## config.mk

```make
export PLATFORM = sky130hd
export DESIGN_NAME = cpu_clock_gen
export DESIGN_NICKNAME = d
export VERILOG_FILES = /design/src/rtl/cpu_clock_gen.sv
export SDC_FILE = /design/constraint.sdc
export NUM_CORES = 1
export LEC_CHECK = 0
export BUFFER_PORTS_ARGS = -buffer_cell sky130_fd_sc_hd__buf_2
export CAP_MARGIN = 30
export CORE_AREA = 4 4 41 43
export DETAILED_ROUTE_END_ITERATION = 12
export DIE_AREA = 0 0 45 47
export PLACE_DENSITY = 0.38
export SLEW_MARGIN = 20
export SYNTH_ARGS = -nofsm -noshare
export SYNTH_HDL_FRONTEND = slang
export SYNTH_SLANG_ARGS = --single-unit
```

## constraint.sdc

```tcl
create_clock -name clk -period 0.9 [get_ports clk]
set_input_delay 0.09 -clock clk [delete_from_list [all_inputs] [get_ports clk]]
set_output_delay 0.09 -clock clk [all_outputs]
set_load 0.02 [all_outputs]
```

## src/rtl/cpu_clock_gen.sv

```systemverilog
// cpu_clock_gen
//   Divides the master clock by DIV to produce the 6502 phase-2 clock and a
//   one-master-cycle enable aligned to the end of each CPU cycle, so that
//   master-clock-domain logic can advance in lockstep with the CPU.
//
// Parameters
//   DIV        master clocks per CPU cycle (>= 2)
//
// Ports
//   clk        in   master clock, rising edge
//   rst_n      in   asynchronous active-low reset
//   Phi2       out  CPU phase-2 clock: LOW cycles low, then HIGH cycles high
//   cpu_clken  out  single-clk pulse during the last clk of each Phi2-high phase
module cpu_clock_gen #(
  parameter int unsigned DIV = 12
) (
  input  logic clk,
  input  logic rst_n,
  output logic Phi2,
  output logic cpu_clken
);

  localparam int unsigned HIGH  = DIV / 2;
  localparam int unsigned LOW   = DIV - HIGH;
  localparam int unsigned CNT_W = (DIV < 2) ? 1 : $clog2(DIV);

  localparam logic [CNT_W-1:0] CNT_LAST  = CNT_W'(DIV - 1);
  localparam logic [CNT_W-1:0] CNT_RISE  = CNT_W'(LOW - 1);
  localparam logic [CNT_W-1:0] CNT_CLKEN = CNT_W'(DIV - 2);

  if (DIV < 2) begin : g_bad_div
    $error("cpu_clock_gen: DIV must be >= 2");
  end

  logic [CNT_W-1:0] cnt;

  always_ff @(posedge clk or negedge rst_n) begin
    if (!rst_n) begin
      cnt       <= '0;
      Phi2      <= 1'b0;
      cpu_clken <= 1'b0;
    end else begin
      cnt <= (cnt == CNT_LAST) ? '0 : cnt + CNT_W'(1);

      // Rise test comes first: for DIV=2 the rise and fall counts are 0 and 1,
      // so they never collide, but ordering keeps the rise authoritative.
      if (cnt == CNT_RISE) begin
        Phi2 <= 1'b1;
      end else if (cnt == CNT_LAST) begin
        Phi2 <= 1'b0;
      end

      // Registered one count early so the pulse lands on the final
      // Phi2-high clk and is sampled on the edge where Phi2 falls.
      cpu_clken <= (cnt == CNT_CLKEN);
    end
  end

endmodule

```

==> results.md <==
- Unrepaired setup endpoints after global routing: true
- R2r worst-path depth: 3
- Crit-path leading delay family: flip-flops
- Clock-pin slew reported for the worst setup and hold paths after clock tree synthesis: 0.04 ns
- CTS Buf Count: 3
- CP endpoint kind: register
- Core Rows: 13
- First-pass GRT wire length: 828 um
- Antenna diodes: 0
- Clock Latency Late Sink: about 0.24 ns
- Routability cong.: 0.760
- Mapped cell area: 269 um2
- Die Ht: 47 um
- Max incr delay on CP: 0.43 ns
- Synth-to-Final Area Change: 42.8%
- Slowest-stage cell, CP: dfrtp_2
- Detailed-route via count: approximately 200
- Crit-path max FO: 4
- Fin Hold WS: 0.200 ns
- Mapped Nets: 29
- CTS Sinks: 6
- Worst EP arrival: 1.09 ns
- Outcome: complete, but fails checks
- # DRC: 0
- Hpwl dp: 356 um
- Pleak: approximately 0.18 nW
- Minimum clock period: between 0.9 and 1 ns
- Root Buffer: clkbuf_4
- Pin count of the biggest net entering global routing: 7
- Deepest clock path buffer count: 2
- Vias per std cell: 4.19
- WP data required: 1.03 ns
- Metal3 WL: 47 um
- Starting Density: between 20% and 30%
- # Post-CTS Setup Buffers: 0
- CTS tree: built
- Worst Max-Slew Pin Slew: 0.195 ns
- Buffers & Inverters on Critical Path: 1
- Hold crit path type: input port to async pin
- Initial antenna violation count: 0
- Htree depth: 1
- Sequential area share after synthesis: 55.8%
- Vias in the first global route: ~200
- Pre-antenna DRT Iters: 2
- Gate Count Post-Synth: 24
- Post-Syn Area per Cell: 11.2 um2
- Worst slack, placed: -0.0628 ns
- Crit Path Category: register to register
- Pwr/cell area: 1360 nW/um2
- NumNets Final: 39
- Synth warn: 0
- Antenna-violating nets left: 0
- Final WL: approximately 480 um
- Met2 WL post-DR: 192 um
- Top routing layer in use: met4
- Commonest non-fill, non-tap cells in the layout: dfrtp_1, inv_1, o21ai_1, clkbuf_4
- Relative slew slack: 87.0%
- Share of cells above drive strength 1: between 40% and 50%
- Core Area: 1300 um2
- Remaining global-route overflow: 0
- Failing checks: negative setup slack
- Most common cell after layout, fill and taps aside: dfrtp_1
- Fin Clk Skew: between 0.002 and 0.0025 ns
- Crit start category: register
- Worst path cell trace: inv_1 > ha_1 > and3_1
- Routed length per instance: 10.1 um
- #FFs+latches synth: 6
- Final worst slack: -0.0564 ns
- Final period utilization: 106%
- Final Hold Fails: 0
- Peak supply drop: 0.367 mV
- Port Buf Inserts: 3
- Initial DRC count: 2
- M1 wire length: 216 um
- GRT Util Overall: just over 6%
- Die width: 45 um
- CP Depth: 3
- Die Area: approximately 2100 um2
- Final Setup Violations: 4
- Max cap viols: 0
- Fin. max-slew vios: 0
- Upper clock frequency limit: 1050 MHz
- Num ports: 4
- Distinct cells, synth: 12
[through the flow]
step | setup TNS (ns) | cells | total power, mW | cell area [um2] | util, %
after floorplan | -0.0164 | 24 | 0.275 | 272 | -
after global placement | -0.100 | 43 | 0.282 | 313 | 24.0
after detailed placement | -0.149 | 43 | 0.282 | 313 | 24.0
after CTS | -0.180 | 47 | 0.535 | 362 | 27.8
after global routing | -0.402 | 47 | 0.550 | 384 | 29.5
final | -0.149 | 47 | 0.524 | 384 | 29.5
[report_power, final]
group	total (mW)	switching [mW]	internal, mW	leakage (nW)
sequential	0.271	0	0.271	0.0778
clock	0.243	0.0927	0.151	0.0138
combinational	0.0102	0.00580	0.00441	0.0860
[synthesized netlist by cell type, drive strengths merged]
master	instances	area share, %
and3	1	2.3
o21ai	3	5.6
ha	3	14
dfrtp	6	56
nand3	2	3.7
inv	4	5.6
nand2	1	1.4
a21oi	1	1.9
nand2b	2	7.4
a31oi	1	2.3
[path summary, 6_finish.rpt]
check                                      start             endpoint  slack, ns
max in group asynchronous                  rst_n     cnt[1]$_DFF_PN0_       0.54
worst min-delay path                       rst_n  cpu_clken$_DFF_PN0_       0.20
worst max-delay path            cnt[0]$_DFF_PN0_  cpu_clken$_DFF_PN0_      -0.06
worst min register to register  cnt[3]$_DFF_PN0_     cnt[0]$_DFF_PN0_       0.56
min in group clk                cnt[3]$_DFF_PN0_     cnt[0]$_DFF_PN0_       0.56
worst max register to register  cnt[0]$_DFF_PN0_  cpu_clken$_DFF_PN0_      -0.06
[logic make-up (layout without fill, tap and decap cells)]
logic type / after synthesis / after routing / synth area share (%)
fa+ha+maj: 3 / 3 / 14.0
simple gates: 6 / 6 / 14.9
flops: 6 / 6 / 55.8
compound gates: 5 / 5 / 9.77
buf+inv: 4 / 12 / 5.58
[worst reg2reg max path: cells and delay by family (launching register included)]
kind / cells / cell delay, ns
flops: 1 / 0.43
simple gates: 1 / 0.17
fa+ha+maj: 1 / 0.19
buf+inv: 1 / 0.06
[flip-flops by register name (all words and copies together) (netlist names)]
register and cells:
Phi2 1, cnt 4, cpu_clken 1
[cell type report]
type / instances / area, um2
clock buffer: 3 / 22.5
fill: 148 / 917
inverter: 4 / 15.0
multi-input combinational: 14 / 133
sequential: 6 / 153
tap: 15 / 18.8
timing repair buffer: 5 / 42.5
[routing by layer]
layer | up-vias | GRT usage [%]
li1 | 96 | -
met1 | 89 | 7.16
met2 | 7 | 7.63
met3 | 5 | 2.68
met4 | 0 | 7.02
met5 | - | 0
[timing repair]
item                       4_1_cts  5_1_grt
hold endpoints to repair         6        0
gates resized for setup          4        8
pin swaps                        1        1
setup endpoints to repair        4        7
hold buffers                     1        0
(Power assumes the default switching activity.)
